## config.mk

```make
export PLATFORM = sky130hd
export DESIGN_NAME = axi_mst_arbiter
export DESIGN_NICKNAME = d
export VERILOG_FILES = /design/src/rtl/axi_arb_pkg.sv /design/src/rtl/arb_rr.sv /design/src/rtl/axi_mst_arbiter.sv
export SDC_FILE = /design/constraint.sdc
export NUM_CORES = 1
export LEC_CHECK = 0
export ABC_AREA = 1
export BUFFER_PORTS_ARGS = -buffer_cell sky130_fd_sc_hd__buf_2
export CORE_AREA = 5 5 237 239
export CTS_CLUSTER_DIAMETER = 200
export DETAILED_ROUTE_END_ITERATION = 12
export DIE_AREA = 0 0 242 244
export HOLD_SLACK_MARGIN = 0.03
export PLACE_DENSITY_LB_ADDON = 0.25
export SLEW_MARGIN = 0
export SYNTH_ARGS = -nofsm -noshare
export SYNTH_HDL_FRONTEND = slang
export SYNTH_SLANG_ARGS = --single-unit
export TNS_END_PERCENT = 10
```

## constraint.sdc

```tcl
create_clock -name aclk -period 1.9 [get_ports aclk]
set_clock_uncertainty 0.1 [all_clocks]
set_input_delay 0.095 -clock aclk [delete_from_list [all_inputs] [get_ports aclk]]
set_output_delay 0.095 -clock aclk [all_outputs]
set_load 0.03 [all_outputs]
```

## src/rtl/axi_arb_pkg.sv

```systemverilog
// Shared encodings for the AXI3 N-to-1 master arbiter: FSM states, burst types
// and the packed {lock,cache,prot} attribute width.
package axi_arb_pkg;

  typedef enum logic [1:0] {R_IDLE, R_ADDR, R_DATA} r_state_e;
  typedef enum logic [1:0] {W_IDLE, W_ADDR, W_DATA, W_RESP} w_state_e;
  typedef enum logic [1:0] {BURST_FIXED = 2'd0, BURST_INCR = 2'd1, BURST_WRAP = 2'd2} burst_e;

  localparam int ATTR_W = 9;

endpackage

```

## src/rtl/arb_rr.sv

```systemverilog
// Request arbiter for one AXI direction. With AXI_ARB_RR_EN defined it is a
// round-robin search starting at an internal pointer; otherwise lowest index wins.
module arb_rr #(
  parameter int N  = 2,
  parameter int IW = 1
) (
`ifdef AXI_ARB_RR_EN
  input  logic          clk,
  input  logic          rst_n,
  input  logic          adv,
  input  logic [IW-1:0] win,
`endif
  input  logic [N-1:0]  req,
  output logic [N-1:0]  gnt,
  output logic [IW-1:0] gnt_idx
);

`ifdef AXI_ARB_RR_EN
  logic [IW-1:0] ptr;

  // Pointer moves just past the master whose transaction just completed.
  always_ff @(posedge clk or negedge rst_n) begin
    if (!rst_n)   ptr <= '0;
    else if (adv) ptr <= (win == IW'(N-1)) ? '0 : win + 1'b1;
  end

  always_comb begin
    logic found;
    found   = 1'b0;
    gnt     = '0;
    gnt_idx = '0;
    for (int k = 0; k < N; k++) begin
      int idx;
      idx = int'(ptr) + k;
      if (idx >= N) idx = idx - N;
      if (!found && req[idx]) begin
        found        = 1'b1;
        gnt[idx]     = 1'b1;
        gnt_idx      = IW'(idx);
      end
    end
  end
`else
  always_comb begin
    logic found;
    found   = 1'b0;
    gnt     = '0;
    gnt_idx = '0;
    for (int k = 0; k < N; k++) begin
      if (!found && req[k]) begin
        found   = 1'b1;
        gnt[k]  = 1'b1;
        gnt_idx = IW'(k);
      end
    end
  end
`endif

endmodule

```

## src/rtl/axi_mst_arbiter.sv

```systemverilog
// AXI3 N-to-1 master arbiter, one outstanding transaction per direction.
// Build option: AXI_ARB_RR_EN selects round-robin instead of fixed priority.
module axi_mst_arbiter
  import axi_arb_pkg::*;
#(
  parameter int NUM_MASTERS = 2,
  parameter int ID_W        = 4,
  parameter int ADDR_W      = 32,
  parameter int DATA_W      = 32
) (
  input  logic                              aclk,
  input  logic                              aresetn,
  input  logic [NUM_MASTERS*ID_W-1:0]       s_arid,
  input  logic [NUM_MASTERS*ADDR_W-1:0]     s_araddr,
  input  logic [NUM_MASTERS*4-1:0]          s_arlen,
  input  logic [NUM_MASTERS*3-1:0]          s_arsize,
  input  logic [NUM_MASTERS*2-1:0]          s_arburst,
  input  logic [NUM_MASTERS*ATTR_W-1:0]     s_arattr,
  input  logic [NUM_MASTERS-1:0]            s_arvalid,
  output logic [NUM_MASTERS-1:0]            s_arready,
  output logic [NUM_MASTERS*ID_W-1:0]       s_rid,
  output logic [NUM_MASTERS*DATA_W-1:0]     s_rdata,
  output logic [NUM_MASTERS*2-1:0]          s_rresp,
  output logic [NUM_MASTERS-1:0]            s_rlast,
  output logic [NUM_MASTERS-1:0]            s_rvalid,
  input  logic [NUM_MASTERS-1:0]            s_rready,
  input  logic [NUM_MASTERS*ID_W-1:0]       s_awid,
  input  logic [NUM_MASTERS*ADDR_W-1:0]     s_awaddr,
  input  logic [NUM_MASTERS*4-1:0]          s_awlen,
  input  logic [NUM_MASTERS*3-1:0]          s_awsize,
  input  logic [NUM_MASTERS*2-1:0]          s_awburst,
  input  logic [NUM_MASTERS*ATTR_W-1:0]     s_awattr,
  input  logic [NUM_MASTERS-1:0]            s_awvalid,
  output logic [NUM_MASTERS-1:0]            s_awready,
  input  logic [NUM_MASTERS*ID_W-1:0]       s_wid,
  input  logic [NUM_MASTERS*DATA_W-1:0]     s_wdata,
  input  logic [NUM_MASTERS*DATA_W/8-1:0]   s_wstrb,
  input  logic [NUM_MASTERS-1:0]            s_wlast,
  input  logic [NUM_MASTERS-1:0]            s_wvalid,
  output logic [NUM_MASTERS-1:0]            s_wready,
  output logic [NUM_MASTERS*ID_W-1:0]       s_bid,
  output logic [NUM_MASTERS*2-1:0]          s_bresp,
  output logic [NUM_MASTERS-1:0]            s_bvalid,
  input  logic [NUM_MASTERS-1:0]            s_bready,
  output logic [ID_W-1:0]                   m_arid,
  output logic [ADDR_W-1:0]                 m_araddr,
  output logic [3:0]                        m_arlen,
  output logic [2:0]                        m_arsize,
  output logic [1:0]                        m_arburst,
  output logic [ATTR_W-1:0]                 m_arattr,
  output logic                              m_arvalid,
  input  logic                              m_arready,
  input  logic [ID_W-1:0]                   m_rid,
  input  logic [DATA_W-1:0]                 m_rdata,
  input  logic [1:0]                        m_rresp,
  input  logic                              m_rlast,
  input  logic                              m_rvalid,
  output logic                              m_rready,
  output logic [ID_W-1:0]                   m_awid,
  output logic [ADDR_W-1:0]                 m_awaddr,
  output logic [3:0]                        m_awlen,
  output logic [2:0]                        m_awsize,
  output logic [1:0]                        m_awburst,
  output logic [ATTR_W-1:0]                 m_awattr,
  output logic                              m_awvalid,
  input  logic                              m_awready,
  output logic [ID_W-1:0]                   m_wid,
  output logic [DATA_W-1:0]                 m_wdata,
  output logic [DATA_W/8-1:0]               m_wstrb,
  output logic                              m_wlast,
  output logic                              m_wvalid,
  input  logic                              m_wready,
  input  logic [ID_W-1:0]                   m_bid,
  input  logic [1:0]                        m_bresp,
  input  logic                              m_bvalid,
  output logic                              m_bready
);

  localparam int N  = NUM_MASTERS;
  localparam int IW = (N > 1) ? $clog2(N) : 1;
  localparam int SW = DATA_W / 8;

  r_state_e      r_st, r_nxt;
  w_state_e      w_st, w_nxt;
  logic [IW-1:0] r_g, w_g, ar_idx, aw_idx;
  logic [N-1:0]  ar_gnt, aw_gnt;
  logic          r_done, w_done;

  assign r_done = (r_st == R_DATA) && m_rvalid && s_rready[r_g] && m_rlast;
  assign w_done = (w_st == W_RESP) && m_bvalid && s_bready[w_g];

  arb_rr #(.N(N), .IW(IW)) u_ar_arb (
`ifdef AXI_ARB_RR_EN
    .clk(aclk), .rst_n(aresetn), .adv(r_done), .win(r_g),
`endif
    .req(s_arvalid), .gnt(ar_gnt), .gnt_idx(ar_idx)
  );

  arb_rr #(.N(N), .IW(IW)) u_aw_arb (
`ifdef AXI_ARB_RR_EN
    .clk(aclk), .rst_n(aresetn), .adv(w_done), .win(w_g),
`endif
    .req(s_awvalid), .gnt(aw_gnt), .gnt_idx(aw_idx)
  );

  // Grant is captured once in IDLE and held to the end of the transaction.
  always_ff @(posedge aclk or negedge aresetn) begin
    if (!aresetn) begin
      r_st <= R_IDLE;
      w_st <= W_IDLE;
      r_g  <= '0;
      w_g  <= '0;
    end else begin
      r_st <= r_nxt;
      w_st <= w_nxt;
      if (r_st == R_IDLE && |ar_gnt) r_g <= ar_idx;
      if (w_st == W_IDLE && |aw_gnt) w_g <= aw_idx;
    end
  end

  always_comb begin
    r_nxt     = r_st;
    m_arid    = '0;
    m_araddr  = '0;
    m_arlen   = '0;
    m_arsize  = '0;
    m_arburst = '0;
    m_arattr  = '0;
    m_arvalid = 1'b0;
    s_arready = '0;
    s_rid     = '0;
    s_rdata   = '0;
    s_rresp   = '0;
    s_rlast   = '0;
    s_rvalid  = '0;
    m_rready  = 1'b0;
    case (r_st)
      R_IDLE: if (|ar_gnt) r_nxt = R_ADDR;
      R_ADDR: begin
        m_arid         = s_arid[r_g*ID_W +: ID_W];
        m_araddr       = s_araddr[r_g*ADDR_W +: ADDR_W];
        m_arlen        = s_arlen[r_g*4 +: 4];
        m_arsize       = s_arsize[r_g*3 +: 3];
        m_arburst      = s_arburst[r_g*2 +: 2];
        m_arattr       = s_arattr[r_g*ATTR_W +: ATTR_W];
        m_arvalid      = s_arvalid[r_g];
        s_arready[r_g] = m_arready;
        if (s_arvalid[r_g] && m_arready) r_nxt = R_DATA;
      end
      R_DATA: begin
        // Payload goes to everyone; only the granted slice sees valid.
        s_rid         = {N{m_rid}};
        s_rdata       = {N{m_rdata}};
        s_rresp       = {N{m_rresp}};
        s_rlast       = {N{m_rlast}};
        s_rvalid[r_g] = m_rvalid;
        m_rready      = s_rready[r_g];
        if (r_done) r_nxt = R_IDLE;
      end
      default: r_nxt = R_IDLE;
    endcase
  end

  always_comb begin
    w_nxt     = w_st;
    m_awid    = '0;
    m_awaddr  = '0;
    m_awlen   = '0;
    m_awsize  = '0;
    m_awburst = '0;
    m_awattr  = '0;
    m_awvalid = 1'b0;
    s_awready = '0;
    m_wid     = '0;
    m_wdata   = '0;
    m_wstrb   = '0;
    m_wlast   = 1'b0;
    m_wvalid  = 1'b0;
    s_wready  = '0;
    s_bid     = '0;
    s_bresp   = '0;
    s_bvalid  = '0;
    m_bready  = 1'b0;
    case (w_st)
      W_IDLE: if (|aw_gnt) w_nxt = W_ADDR;
      W_ADDR: begin
        m_awid         = s_awid[w_g*ID_W +: ID_W];
        m_awaddr       = s_awaddr[w_g*ADDR_W +: ADDR_W];
        m_awlen        = s_awlen[w_g*4 +: 4];
        m_awsize       = s_awsize[w_g*3 +: 3];
        m_awburst      = s_awburst[w_g*2 +: 2];
        m_awattr       = s_awattr[w_g*ATTR_W +: ATTR_W];
        m_awvalid      = s_awvalid[w_g];
        s_awready[w_g] = m_awready;
        if (s_awvalid[w_g] && m_awready) w_nxt = W_DATA;
      end
      W_DATA: begin
        m_wid         = s_wid[w_g*ID_W +: ID_W];
        m_wdata       = s_wdata[w_g*DATA_W +: DATA_W];
        m_wstrb       = s_wstrb[w_g*SW +: SW];
        m_wlast       = s_wlast[w_g];
        m_wvalid      = s_wvalid[w_g];
        s_wready[w_g] = m_wready;
        if (s_wvalid[w_g] && m_wready && s_wlast[w_g]) w_nxt = W_RESP;
      end
      W_RESP: begin
        s_bid         = {N{m_bid}};
        s_bresp       = {N{m_bresp}};
        s_bvalid[w_g] = m_bvalid;
        m_bready      = s_bready[w_g];
        if (w_done) w_nxt = W_IDLE;
      end
      default: w_nxt = W_IDLE;
    endcase
  end

endmodule

```

==> results of run 1 <==
synth_stat cells (3+ instances only):
cell type,count,area share [%]
a21oi_1,58,8.6
buf_2,21,3.1
buf_4,48,11
buf_6,3,1.0
clkbuf_1,29,3.2
dfrtp_1,6,4.4
ha_1,4,1.5
inv_1,62,6.9
nand2_1,138,15
nor2_1,237,26
nor3_1,9,1.3
o21ai_0,101,15
final timing paths:
kind | startpoint | endpoint
min in group asynchronous | aresetn | r_g
min | s_arvalid[1] | r_st[0]
max reg2reg | w_g | w_st[1]
max in group asynchronous | aresetn | w_g
max | w_st[1] | m_awid[3]
min reg2reg | w_st[1] | w_st[1]
worst max-delay path, stage by stage, from the launching register on:
cell     delay (ps)
dfrtp_1         430
inv_1           140
ha_4            180
buf_12          160
o21ai_0         160
nor2_1          120
buf_2           200
sequential cells by signal (all words and copies together) (netlist names):
| register | cells |
|---|---|
| r_st | 2 |
| r_g | 1 |
| w_g | 1 |
| w_st | 2 |
metrics by stage:
step / util (%) / cell area [µm²] / TNS (ps) / power (W) / std cells
after floorplan: - / 3390 / 0 / 0.00734 / 730
after global placement: 13.3 / 7130 / 0 / 0.0109 / 1975
after detailed placement: 13.3 / 7130 / 0 / 0.0108 / 1975
after CTS: 13.5 / 7260 / 0 / 0.0113 / 1980
after global routing: 13.8 / 7370 / -37.2 / 0.0122 / 1983
final: 13.8 / 7370 / 0 / 0.0113 / 1984
what timing repair did:
| item | in CTS | in global routing |
|---|---|---|
| setup endpoints to repair | 29 | 48 |
| hold endpoints to repair | 7 | 0 |
| setup buffers | 0 | 2 |
| cloned | 0 | 1 |
| gates resized for setup | 10 | 26 |
| hold buffers | 2 | 0 |
| pin swaps | 0 | 2 |
power by group:
group	internal, W	switching (W)	total [W]
Combinational	0.00319	0.00742	0.0106
Clock	0.000272	0.0000844	0.000356
Sequential	0.000201	0.000109	0.000310
layer usage:
| metal | GRT usage [%] | wire [µm] | up-vias | part of all wire [%] |
|---|---|---|---|---|
| met1 | 8.46 | 9740 | 2858 | 37 |
| met5 | 0 | 0 | - | 0 |
| met3 | 2.28 | 2240 | 26 | 8.4 |
| met4 | 1.38 | 497 | 0 | 1.9 |
| li1 | - | - | 3329 | - |
| met2 | 16.1 | 14100 | 395 | 53 |
kinds of logic after synthesis:
group                    share of synthesized area [%]
flip-flops                                        4.43
AO/OA/AOI/OAI                                     24.4
buffers and inverters                             25.1
AND/OR/NAND/NOR                                   44.6
adder cells (fa/ha/maj)                           1.48
layout make-up:
type                       count  area, µm²
clock buffer                   3       75.1
antenna                        1       2.50
tap                          696        871
multi-input combinational    558       2430
sequential                     6        153
fill                        6341      46200
timing repair buffer         655       3590
inverter                      65        249
==> results.toml, run 1 <==
[synthesis]
ys.flop_type = "dfrtp_1"
synth.yosys.warnings = 0
synth_edf_count = 0
syn_inst = 730
syn_area_um2 = 3390
syn_avg_cell_area_um2 = 4.65
async_flop_share_pct = 100
synth_fp_nets = 1094
yosys_register_bits = 6
seq_area_frac_synth_pct = 4.43
synth.distinct_cells = 22

[min_path]
min_path_cells = 3
hp-class = "in2reg"

[sta]
whs_ps = 75.6
fin_crit_ps = 1820
rsz0062_at_grt = "true"
hold_viol = 0
finalCritPeriodShare_pct = 95.9
tightestPinTransition_ps = 349
relSlewSlack_pct = 76.8
fmax_mhz = 549
maxSlewViolCount = 0
finalSetupViolCount = 0
post-route-worst-setup-slack_ps = 78.5

[cells_and_area]
final_cell_mix = "596 x buf_2, 232 x nor2_1, 138 x nand2_1"
final_common_cell = "buf_2"
syn2layout_area_growth_pct = 117
layout-drive-gt1-share_pct = 52.4
final_nets = 1653

[power]
powerDensity_nw_per_um2 = 1530
cellLeakagePower_nw = 4.56
ir_drop_v = 0.000536

[cts]
clock_latency_ps = 230
clockRootBuffer = "clkbuf_16"
cts_buffer_depth = 2
clk_pin_slew_ps = 40
cts_buffers = 3
cts_tree = "built"
cts_sinks = 6
cts_max_level = 1

[worst_setup_path]
startpoint_type = "flip-flop"
critPathCaptureType = "output port"
crit_required_ps = 1700
reg2reg_depth = 8
reg2reg_setup_slack_ps = 270
path_max_fanout = 29
worstPathArrival_ps = 1630
crit_type = "reg2out"

[die]
fp.dieW_um = 242
ios = 614
core_um2 = 53600
start_util_pct = 6.33
die_area_um2 = 59000
die_y_um = 244
placementRows = 85

[route]
routed_wl_mm = 26.6
vias_per_cell = 3.33
antenna_left = 0
dr.pass1.iters = 6
vias = 6608
drc_errors = 0
drtIter0Drc = 145
wl_per_cell_um = 13.4

[place]
hpwl_mm = 23.5
place_ws_ps = 127
gp_congestion = 0.811
port_buffers = 613

[global_route]
grt_pass1_wl_mm = 38.4
grt_max_degree = 61
grt_usage_pct = 8.06
overflow = 0
antenna_found_initial = 3
grt_pass1_vias = 6801

[flow_run]
maxCapViolations = 0

[status]
outcome = "complete, no violations"
(Power assumes the default switching activity.)
==> run 2, diff against run 1 <==
CORE_AREA = 2 2 241 243   (was 5 5 237 239)
DIE_AREA = 0 0 243 245   (was 0 0 242 244)
==> run 2 against run 1 <==
Against the previous run:
- count of clock-buffer cells in the layout unchanged
- global-route usage decreased by 0.13 points
- core utilization decreased by 0.74 points
- total power increased by 0.56%
- critical path depth decreased by 1
- register-to-register slack improved by 40 ps
- critical endpoint is now m_arburst[1]
- largest power group unchanged
- highest routed layer unchanged
==> results.toml, run 2 (same netlist as run 1, synthesis figures left out) <==
[cts]
clock_latency_ps = 240
cts_tree = "built"
cts_buffers = 3
cts_sinks = 6
cts_buffer_depth = 2
clockRootBuffer = "clkbuf_16"
clk_pin_slew_ps = 40
cts_max_level = 1

[sta]
rsz0062_at_grt = "true"
tightestPinTransition_ps = 374
relSlewSlack_pct = 74.8
finalSetupViolCount = 0
hold_viol = 0
fin_crit_ps = 1840
finalCritPeriodShare_pct = 96.9
maxSlewViolCount = 0
fmax_mhz = 543

[die]
die_area_um2 = 59500
die_y_um = 245
core_um2 = 57000
ios = 614
start_util_pct = 5.95
placementRows = 88
fp.dieW_um = 243

[flow_run]
maxCapViolations = 0

[cells_and_area]
reg_top3 = "r_st: 2 flops, w_st: 2 flops"
fillers = 6756
syn2layout_area_growth_pct = 119
final_cell_mix = "598 x buf_2, 234 x nor2_1, 138 x nand2_1"
final-instance-count-excl-fill = 2043
final_nets = 1643
post-route-util_pct = 13.0
final_common_cell = "buf_2"
final_area_um2 = 7430
layout-drive-gt1-share_pct = 52.5

[worst_setup_path]
path_max_fanout = 19
slowest_delay_ps = 390
startpoint_type = "flip-flop"
crit_required_ps = 1700
crit_chain = "nor2_1 > inv_2 > buf_4 > a21oi_1 > buf_2"
crit_slowest_cell = "dfrtp_1"
critPathCaptureType = "output port"
worstPathArrival_ps = 1650
crit_type = "reg2out"

[global_route]
grt_max_degree = 61
grt_usage_pct = 7.93
grt_pass1_wl_mm = 36.3
antenna_found_initial = 5
grt_pass1_vias = 6533
overflow = 0

[route]
antenna_left = 0
dr.pass1.iters = 6
wl_per_cell_um = 12.9
vias_per_cell = 3.24
top_layer = "met4"
wl_met3_mm = 1.89
vias = 6619
routed_wl_mm = 26.3
drt-met1-wl_mm = 9.73
routed-wl-met2_mm = 13.7
drc_errors = 0
drtIter0Drc = 191

[place]
port_buffers = 613
hpwl_mm = 22.3
placed_cell_area_um2 = 7140
gp_congestion = 0.970
dp.cells = 2033

[min_path]
hp-class = "in2reg"

[power]
powerDensity_nw_per_um2 = 1530
ir_drop_v = 0.000598
cellLeakagePower_nw = 4.52

[status]
outcome = "complete, no violations"
==> run 2: worst paths after layout <==
path,start,depth (start not counted),endpoint,slack (ps)
hold / removal,s_arvalid[1],3,r_st[0],70
setup reg to reg,w_g,9,w_st[1],310
setup / recovery,r_st[1],5,m_arburst[1],60
max in group asynchronous,aresetn,2,w_g,1310
hold reg to reg,w_st[1],2,w_st[1],460
min in group asynchronous,aresetn,2,r_st[1],150
==> run 2: power by group <==
| group | total [W] | leakage, nW | switching [W] | internal, W |
|---|---|---|---|---|
| sequential | 0.000283 | 0.0695 | 0.0000792 | 0.000204 |
| clock | 0.000366 | 0.0370 | 0.0000940 | 0.000272 |
| combinational | 0.0107 | 4.41 | 0.00754 | 0.00315 |
==> run 2: area by class of cell <==
cell class	instances	area, µm²	share of cell area, %
Sequential cell	6	154	2.07
Clock buffer	3	75.1	1.01
Multi-Input combinational cell	558	2440	32.9
Inverter	65	251	3.39
Timing Repair Buffer	645	3540	47.7
Antenna cell	1	2.50	0.0337
Tap cell	765	957	12.9
==> run 2: what timing repair did <==
action | in CTS | in global routing
resized for setup | 22 | 17
setup endpoints to repair | 16 | 105
pin swaps | 0 | 3
cloned | 1 | 1
hold buffers | 2 | 0
setup buffers | 0 | 2
endpoints found under the hold margin | 7 | 0
==> run 2: critical path, delay by kind of cell (launching register included) <==
| kind | cells | cell delay [ps] |
|---|---|---|
| buffers and inverters | 3 | 620 |
| and+or+nand+nor | 1 | 130 |
| AOI/OAI and AO/OA | 1 | 260 |
| DFF | 1 | 390 |
==> run 2: layer usage <==
metal  global-route usage, %  vias up
li1                        -     3308
met3                    1.56       34
met1                    8.12     2854
met5                       0        -
met2                    15.8      423
met4                    2.81        0
==> run 2: per-stage QoR <==
| step | TNS [ps] | setup WS [ps] | power [W] | hold WS, ps |
|---|---|---|---|---|
| 6_report | 0 | 59.7 | 0.0113 | 72.5 |
| 5_1_grt | -54.9 | -21.5 | 0.0123 | 107 |
| 4_1_cts | -114 | -36.6 | 0.0113 | 68.0 |
| 3_5_place_dp | 0 | 126 | 0.0107 | -115 |
| 3_3_place_gp | 0 | 77.0 | 0.0107 | -118 |
| 2_1_floorplan | 0 | 125 | 0.00734 | -301 |
==> run 3, diff against run 2 <==
--- a/config.mk
+++ b/config.mk
@@ -15,2 +15,3 @@
 export PLACE_DENSITY_LB_ADDON = 0.25
+export RECOVER_POWER = 100
 export SLEW_MARGIN = 0
==> constraint.sdc (replaced) <==
create_clock -name aclk -period 1.9 [get_ports aclk]
set_clock_uncertainty 0.1 [all_clocks]
set_input_delay 0.19 -clock aclk [delete_from_list [all_inputs] [get_ports aclk]]
set_output_delay 0.19 -clock aclk [all_outputs]
set_load 0.03 [all_outputs]
==> run 3 against run 2 <==
Against the previous run:
- fmax down 2.9%
- register-to-register slack worse by 220 ps
- total power rose by 7.2%
- first-iteration DRC count down 13%
- sequential power about the same
- setup slack worse by 54 ps
- sequential cell count unchanged
- global-route usage hardly changed
- critical path type unchanged
==> results.toml, run 3 (same netlist as run 1, synthesis figures left out) <==
[route]
antenna_left = 0
routed_wl_mm = 26.3
wl_per_cell_um = 12.7
drtIter0Drc = 166
dr.pass1.iters = 4
vias = 6722
drc_errors = 0
vias_per_cell = 3.26

[die]
fp.dieW_um = 243
placementRows = 88
start_util_pct = 5.95
ios = 614
die_area_um2 = 59500
core_um2 = 57000
die_y_um = 245

[sta]
tightestPinTransition_ps = 533
fmax_mhz = 528
relSlewSlack_pct = 64.5
fin_crit_ps = 1890
finalCritPeriodShare_pct = 99.7
hold_viol = 0
rsz0062_at_grt = "true"
finalSetupViolCount = 0
post-route-worst-setup-slack_ps = 5.69
whs_ps = 69.3
maxSlewViolCount = 0

[cells_and_area]
final_nets = 1659
final_common_cell = "buf_2"
syn2layout_area_growth_pct = 131
fillers = 6740
final_cell_mix = "423 x buf_2, 228 x nor2_1, 138 x nand2_1"
multiInputGateArea_um2 = 2490
reg_top3 = "r_st: 2 flops, w_st: 2 flops"
layout-drive-gt1-share_pct = 54.4
final_area_um2 = 7840
layout.area.seq_um2 = 153

[worst_setup_path]
critPathCaptureType = "output port"
crit_type = "reg2out"
crit_slowest_cell = "dfrtp_1"
crit_chain = "buf_12 > nand2_1 > a21oi_1 > buf_2"
crit_required_ps = 1610
crit_buf_inv = 2
path_max_fanout = 58
worstPathArrival_ps = 1600
slowest_delay_ps = 430
startpoint_type = "flip-flop"
cp_top_family = "buffers and inverters"

[power]
cellInternalPower_w = 0.00426
ir_drop_v = 0.000619
p_seq_share_pct = 2.3
powerDensity_nw_per_um2 = 1550
switchingPower_w = 0.00789
cellLeakagePower_nw = 4.55
clkPwrFrac_pct = 3.0
p_comb_share_pct = 94.7
switching_share_pct = 65.0

[global_route]
met2_usage_pct = 16.2
grt_pass1_vias = 6534
overflow = 0
grt_usage_pct = 7.89
gr-usage-met3_pct = 1.65
met1_usage_pct = 7.90
antenna_found_initial = 7
grt_max_degree = 59
grt_pass1_wl_mm = 36.3
busiest_layer = "met2"

[cts]
clock_latency_ps = 240
clockRootBuffer = "clkbuf_16"
cts_buffers = 3
cts_tree = "built"
cts_max_level = 1
cts_buffer_depth = 2
clk_pin_slew_ps = 40
cts_sinks = 6

[place]
place_ws_ps = 41.1
port_buffers = 613
gp_congestion = 0.903
hpwl_mm = 22.5
placed_cell_area_um2 = 7230

[status]
outcome = "complete, no violations"

[flow_run]
maxCapViolations = 0

[min_path]
hp-class = "in2reg"
[run 3: final cells by class]
type | count | share of cell area [%]
clock buffers | 3 | 0.957
multi-input cells | 558 | 31.8
flip-flops and latches | 6 | 1.95
diodes | 2 | 0.0638
repair buffers | 661 | 49.8
inverters | 65 | 3.22
well taps | 765 | 12.2
[run 3: routing by layer]
| layer | wire (µm) | part of all wire, % | vias to the layer above |
|---|---|---|---|
| met1 | 9300 | 35 | 2933 |
| met5 | 13 | 0.050 | - |
| met3 | 1870 | 7.1 | 36 |
| met2 | 14400 | 55 | 409 |
| li1 | - | - | 3342 |
| met4 | 663 | 2.5 | 2 |
[run 3: power by group through the flow]
stage          Clock, W  Combinational (W)  Sequential, W
2_1_floorplan         0            0.00710       0.000237
3_3_place_gp          0             0.0106       0.000279
3_5_place_dp          0             0.0106       0.000280
4_1_cts        0.000383             0.0112       0.000279
5_1_grt        0.000393             0.0124       0.000295
6_report       0.000360             0.0115       0.000282
[run 3: worst paths after layout]
path                                    from           end  slack (ps)  depth (start not counted)
worst min-delay path            s_arvalid[0]           r_g          70                          2
worst max register to register       w_st[0]       w_st[1]          90                          9
worst min register to register       w_st[0]       w_st[0]         520                          3
min in group asynchronous            aresetn       r_st[1]         350                          2
max in group asynchronous            aresetn       w_st[0]         960                          2
worst max-delay path                     r_g  m_araddr[24]           6                          4
[run 3: stage by stage]
stage                     power (W)  utilization, %  instances  setup TNS [ps]
after floorplan             0.00734               -        730               0
after global placement       0.0109            12.7       2042               0
after detailed placement     0.0109            12.7       2042               0
after CTS                    0.0118            13.3       2051            -764
after global routing         0.0131            13.8       2060           -2960
final                        0.0122            13.8       2060               0
[run 3: repair_timing]
item,in CTS,in global routing
cloned,1,2
pin swaps,2,13
setup endpoints to repair,77,181
gates resized for setup,73,99
endpoints found under the hold margin,6,0
buffers inserted,4,5
hold buffers,1,0
